## src/rtl/quanet_frame_sched.sv

```systemverilog
// quanet_frame_sched: burst frame scheduler driving TX, RX switch and capture windows
module quanet_frame_sched #(
  parameter int CNT_W = 24,
  parameter int IDX_W = 16
) (
  input  logic             clk,
  input  logic             rst,
  input  logic             go,
  input  logic             stop,
  input  logic             ext_trig,
  input  logic             cfg_use_trig,
  input  logic [CNT_W-1:0] cfg_frame_len,
  input  logic [IDX_W-1:0] cfg_num_frames,
  input  logic [CNT_W-1:0] cfg_tx_len,
  input  logic [CNT_W-1:0] cfg_sw_on,
  input  logic [CNT_W-1:0] cfg_sw_off,
  input  logic [CNT_W-1:0] cfg_cap_dly,
  input  logic [CNT_W-1:0] cfg_cap_len,
  input  logic             cap_ready,
  output logic             tx_en,
  output logic             rxq_sw_ctl,
  output logic             cap_en,
  output logic             frame_start,
  output logic             busy,
  output logic             done,
  output logic             cap_ovf,
  output logic [IDX_W-1:0] frame_idx
);
  typedef enum logic [1:0] {IDLE, ARM, RUN} state_t;
  state_t state_q, state_d;
  logic [CNT_W-1:0] fc_q, fc_d, len_q, len_d, txl_q, txl_d;
  logic [CNT_W-1:0] swon_q, swon_d, swoff_q, swoff_d, cdly_q, cdly_d, clen_q, clen_d;
  logic [IDX_W-1:0] idx_q, idx_d, nfr_q, nfr_d;
  logic cap_ok_q, cap_ok_d, stop_pend_q, stop_pend_d, trig_d_q, cap_ovf_q, cap_ovf_d;
  logic done_q, done_d, tx_q, tx_d, sw_q, sw_d, cap_q, cap_d, fs_q, fs_d;
  logic start_run, new_frame, last_frame, in_run;
  logic [CNT_W:0] cap_end;
  // Sequencing: config latch, frame counters, handshake, and next-cycle window values
  always_comb begin
    state_d     = state_q;
    fc_d        = fc_q;
    idx_d       = idx_q;
    len_d       = len_q;
    nfr_d       = nfr_q;
    txl_d       = txl_q;
    swon_d      = swon_q;
    swoff_d     = swoff_q;
    cdly_d      = cdly_q;
    clen_d      = clen_q;
    cap_ok_d    = cap_ok_q;
    stop_pend_d = stop_pend_q;
    cap_ovf_d   = cap_ovf_q;
    done_d      = 1'b0;
    start_run   = 1'b0;
    new_frame   = 1'b0;
    last_frame  = (nfr_q != '0) && (idx_q == nfr_q - IDX_W'(1));
    case (state_q)
      IDLE: if (go) begin
        len_d     = (cfg_frame_len < CNT_W'(2)) ? CNT_W'(2) : cfg_frame_len;
        nfr_d     = cfg_num_frames;
        txl_d     = cfg_tx_len;
        swon_d    = cfg_sw_on;
        swoff_d   = cfg_sw_off;
        cdly_d    = cfg_cap_dly;
        clen_d    = cfg_cap_len;
        cap_ovf_d = 1'b0;
        idx_d     = '0;
        state_d   = cfg_use_trig ? ARM : IDLE;
        start_run = ~cfg_use_trig;
      end
      ARM: if (stop) begin
        state_d = IDLE;
        done_d  = 1'b1;
      end else if (ext_trig && !trig_d_q) begin
        start_run = 1'b1;
      end
      RUN: begin
        stop_pend_d = stop_pend_q | stop;
        if (fc_q == len_q - CNT_W'(1)) begin
          if (last_frame || stop_pend_q || stop) begin
            state_d = IDLE;
            done_d  = 1'b1;
          end else begin
            fc_d      = '0;
            idx_d     = idx_q + IDX_W'(1);
            new_frame = 1'b1;
          end
        end else begin
          fc_d = fc_q + CNT_W'(1);
        end
      end
      default: state_d = IDLE;
    endcase
    if (start_run) begin
      state_d     = RUN;
      fc_d        = '0;
      idx_d       = '0;
      stop_pend_d = 1'b0;
      new_frame   = 1'b1;
    end
    if (new_frame) begin
      cap_ok_d  = cap_ready;
      cap_ovf_d = cap_ovf_d | ~cap_ready;
    end
    in_run  = (state_d == RUN);
    cap_end = {1'b0, cdly_d} + {1'b0, clen_d};
    tx_d    = in_run && (fc_d < txl_d);
    sw_d    = in_run && (fc_d >= swon_d) && (fc_d < swoff_d);
    cap_d   = in_run && cap_ok_d && (fc_d >= cdly_d) && ({1'b0, fc_d} < cap_end);
    fs_d    = in_run && new_frame;
  end
  // State and output registers
  always_ff @(posedge clk) begin
    if (rst) begin
      state_q     <= IDLE;
      fc_q        <= '0;
      idx_q       <= '0;
      len_q       <= '0;
      nfr_q       <= '0;
      txl_q       <= '0;
      swon_q      <= '0;
      swoff_q     <= '0;
      cdly_q      <= '0;
      clen_q      <= '0;
      cap_ok_q    <= 1'b0;
      stop_pend_q <= 1'b0;
      trig_d_q    <= 1'b0;
      cap_ovf_q   <= 1'b0;
      done_q      <= 1'b0;
      tx_q        <= 1'b0;
      sw_q        <= 1'b0;
      cap_q       <= 1'b0;
      fs_q        <= 1'b0;
    end else begin
      state_q     <= state_d;
      fc_q        <= fc_d;
      idx_q       <= idx_d;
      len_q       <= len_d;
      nfr_q       <= nfr_d;
      txl_q       <= txl_d;
      swon_q      <= swon_d;
      swoff_q     <= swoff_d;
      cdly_q      <= cdly_d;
      clen_q      <= clen_d;
      cap_ok_q    <= cap_ok_d;
      stop_pend_q <= stop_pend_d;
      trig_d_q    <= ext_trig;
      cap_ovf_q   <= cap_ovf_d;
      done_q      <= done_d;
      tx_q        <= tx_d;
      sw_q        <= sw_d;
      cap_q       <= cap_d;
      fs_q        <= fs_d;
    end
  end
  assign tx_en       = tx_q;
  assign rxq_sw_ctl  = sw_q;
  assign cap_en      = cap_q;
  assign frame_start = fs_q;
  assign busy        = (state_q != IDLE);
  assign done        = done_q;
  assign cap_ovf     = cap_ovf_q;
  assign frame_idx   = idx_q;
endmodule

```

## config.mk

```make
export PLATFORM = sky130hd
export DESIGN_NAME = quanet_frame_sched
export DESIGN_NICKNAME = d
export VERILOG_FILES = /design/src/rtl/quanet_frame_sched.sv
export SDC_FILE = /design/constraint.sdc
export NUM_CORES = 1
export LEC_CHECK = 0
export CAP_MARGIN = 20
export CORE_MARGIN = 2
export CORE_UTILIZATION = 35
export CTS_BUF_LIST = sky130_fd_sc_hd__clkbuf_8
export DETAILED_ROUTE_END_ITERATION = 12
export DONT_BUFFER_PORTS = 1
export GPL_ROUTABILITY_DRIVEN = 1
export SETUP_SLACK_MARGIN = 0.3
export SLEW_MARGIN = 20
export SYNTH_ARGS = -nofsm -noshare
export SYNTH_HDL_FRONTEND = slang
export SYNTH_SLANG_ARGS = --single-unit
```

## constraint.sdc

```tcl
create_clock -name clk -period 7.5 [get_ports clk]
set_input_delay 1.5 -clock clk [delete_from_list [all_inputs] [get_ports clk]]
set_output_delay 1.5 -clock clk [all_outputs]
set_load 0.005 [all_outputs]
```

==> flow_summary.json <==
{
  "status": "finished clean",
  "drv_slew": 0,
  "h-tree-depth": 2,
  "syn_avg_cell_area_um2": 8.213,
  "path_class": "flop to flop",
  "hold_end": "clen_q[17]$_SDFF_PP0_",
  "cts_resized": 0,
  "synth_warnings": 0,
  "synth-edff-count": 0,
  "path_max_fanout": 18,
  "path_buf_inv": 0,
  "yosys_most_used_dff": "dfxtp_1",
  "rsz0062_at_grt": "false",
  "fmax_mhz": 170.3,
  "start_util_pct": 35.34,
  "yosys-top-cells-count": "nor2_1, dfxtp_1, nand2_1, ha_1, a21oi_1",
  "clock_path_buffers": 3,
  "gp_congestion": 0.8750,
  "firstDrtPassIters": 5,
  "cts_setup_buffers": 0,
  "finalHoldViolCount": 0,
  "grt_pass1_wl_mm": 64.22,
  "min_path_type": "flop to flop",
  "setup_viol": 0,
  "cpMaxStageDelayCell": "nor4_1",
  "synth_cell_types": 79,
  "max-cap-violations": 0,
  "rows": 72,
  "antenna_found_initial": 0,
  "netlist_instances": 1659,
  "ys_ff_latch": 211,
  "placed_area_um2": 14080,
  "wl_per_cell_um": 18.96,
  "vias_per_cell": 5.399,
  "clock_latency_ns": 0.60,
  "netlist.area_leader.share_pct": 31.00,
  "slew_headroom_pct": 26.43,
  "grt_max_degree": 175,
  "dpl.hpwl_mm": 31.00,
  "hold_start": "clen_q[17]$_SDFF_PP0_",
  "power_density_nw_per_um2": 208.4,
  "die_h_um": 201.3,
  "drt_iter0_drc": 742,
  "reg2reg_setup_slack_ns": 1.63,
  "syn_to_final_growth_pct": 9.688,
  "crit_path_max_incr_delay_ns": 0.80,
  "synth.most_common_cell": "nor2_1",
  "leakage_nw": 6.690,
  "holdPathStages": 2,
  "grt_pass1_vias": 11290,
  "end_kind": "flop",
  "period_share_pct": 78.31,
  "path_cells": "nor4_1, nand4b_1, xnor2_1, a2111oi_0, o2111a_1, nor3_2, and3_1, o21ai_0, a22oi_1, nor2_1, ha_1, a21o_1, a21o_1, a21oi_1, nand2_1, nand3_1, a2111oi_0, or3_1, o2111a_1",
  "cp_top_family": "simple AND/OR/NAND/NOR gates",
  "required_ns": 7.98,
  "synth_nets": 1974,
  "ir_drop_mv": 0.1475,
  "grt-ovfl-total": 0,
  "synthTopCellsByArea": "dfxtp_1, ha_1, mux2i_1",
  "cts_tree": "built",
  "die_area_um2": 40520,
  "arrival_ns": 6.36,
  "grt_usage_pct": 20.23,
  "hold_buffers": 0,
  "critPathLaunch": "nfr_q[0]$_SDFFE_PP0P_",
  "wl_mm": 41.48,
  "dp_cells": 2112,
  "clock-skew-final_ns": 0.01515,
  "start_kind": "flop",
  "layout.nets": 1954,
  "syn_area_um2": 13630,
  "async_flop_share_pct": 0,
  "min_period_ns": 5.873,
  "cts.sinks": 211,
  "drive_above_1_share_pct": 6.527,
  "fin_area_um2": 14950,
  "io_pins": 190,
  "crit-reg2reg-launch": "nfr_q[0]$_SDFFE_PP0P_",
  "portBuffers": 0,
  "clk_pin_slew_ns": 0.06,
  "die_x_um": 201.3,
  "coreArea_um2": 38560,
  "worst_pin_slew_ns": 1.100,
  "postRouteAntennaNets": 0,
  "fin_util_pct": 38.76,
  "fin_tns_setup_ns": 0,
  "rr_worst_depth": 19,
  "drc": 0,
  "vias": 11810,
  "numCtsBuffers": 43,
  "ys_seq_area_share_pct": 31.00,
  "clock-root-buffer": "clkbuf_8",
  "num_antenna_cells": 0,
  "synth.largest_area_cell": "dfxtp_1",
  "rr_endpoint": "cap_en$_SDFF_PP0_",
  "fin_cells": 2188
}
==> state kept, by name, summed over array words and instances, names as in the netlist <==
| name | count |
|---|---|
| cdly_q | 24 |
| clen_q | 24 |
| fc_q | 24 |
| len_q | 24 |
| swoff_q | 24 |
| swon_q | 24 |
| txl_q | 24 |
| frame_idx | 16 |
| nfr_q | 16 |
| state_q | 2 |
| cap_en | 1 |
| cap_ok_q | 1 |
| cap_ovf | 1 |
| done | 1 |
| frame_start | 1 |
| rxq_sw_ctl | 1 |
| stop_pend_q | 1 |
| trig_d_q | 1 |
| tx_en | 1 |
==> tightest hold or removal path: cells and delay by family (launching register included) <==
family,cells,cell delay [ns]
compound gates,1,0.06
flops,1,0.29
simple gates,1,0.06
==> kinds of logic after synthesis <==
| group | Yosys count | synth area share (%) |
|---|---|---|
| simple gates | 649 | 23.02 |
| compound gates | 328 | 15.12 |
| flops | 211 | 31.00 |
| fa+ha+maj | 148 | 13.65 |
| buf+inv | 130 | 3.793 |
| mux | 104 | 7.695 |
| xor+xnor | 89 | 5.721 |
==> where the power goes <==
part / switching [mW] / total (mW) / internal [mW]
clock: 0.538 / 1.22 / 0.681
sequential: 0.0448 / 1.23 / 1.19
combinational: 0.400 / 0.664 / 0.264
==> metal layers <==
metal  up-vias  track usage, %  share of wire, %
met2       324           32.54                46
li1       5874               -                 -
met3        63           5.232               7.2
met4         0           7.327               2.6
met1      5551           26.13                44
met5         -               0                 0
==> placed cells by master (no fill, tap or decap), types with 6 or more instances in the layout <==
master | synthesis | final
nor2_1 | 222 | 222
dfxtp_1 | 211 | 211
nand2_1 | 200 | 199
ha_1 | 147 | 147
a21oi_1 | 132 | 132
mux2i_1 | 98 | 98
inv_1 | 49 | 62
clkbuf_8 | 0 | 54
o21ai_0 | 47 | 47
xnor2_1 | 46 | 46
a21o_1 | 45 | 45
xor2_1 | 43 | 43
nand4_1 | 38 | 38
nor3_1 | 36 | 36
nand3_1 | 29 | 29
nor4_1 | 23 | 23
nor2b_1 | 19 | 19
nand2b_1 | 15 | 15
a22oi_1 | 15 | 15
buf_4 | 3 | 14
a31oi_1 | 13 | 13
and3_1 | 12 | 12
a2111oi_0 | 7 | 7
nor4b_1 | 7 | 7
o21ai_1 | 7 | 7
and4_1 | 6 | 6
clkinv_2 | 0 | 6
==> stage by stage <==
stage | hold WS (ns) | worst slack, ns | power, mW
global route | 0.4757 | 1.189 | 3.301
global placement | 0.4471 | 1.335 | 1.901
detailed placement | 0.4535 | 1.258 | 1.917
floorplan | 0.4443 | 1.442 | 1.778
finish | 0.4610 | 1.627 | 3.115
CTS | 0.4613 | 1.542 | 3.160
==> worst max-delay path by stage <==
stage                   endpoint  cells after the start  slack (ns)
3_3_place_gp   cap_en$_SDFF_PP0_                     24        1.34
2_1_floorplan  cap_en$_SDFF_PP0_                     25        1.44
4_1_cts        cap_en$_SDFF_PP0_                     19        1.54
6_report       cap_en$_SDFF_PP0_                     19        1.63
3_5_place_dp   cap_en$_SDFF_PP0_                     22        1.26
5_1_grt        cap_en$_SDFF_PP0_                     19        1.19
==> layout make-up <==
cell class                      instances  area (um2)
Timing Repair Buffer                   14       105.1
Sequential cell                       211        4224
Clock buffer                           54       743.2
Inverter                               51       191.4
Tap cell                              518       648.1
Multi-Input combinational cell       1318        8909
Fill cell                            4046       23610
Clock inverter                         22       125.1
Power figures use the tool's default switching activity.
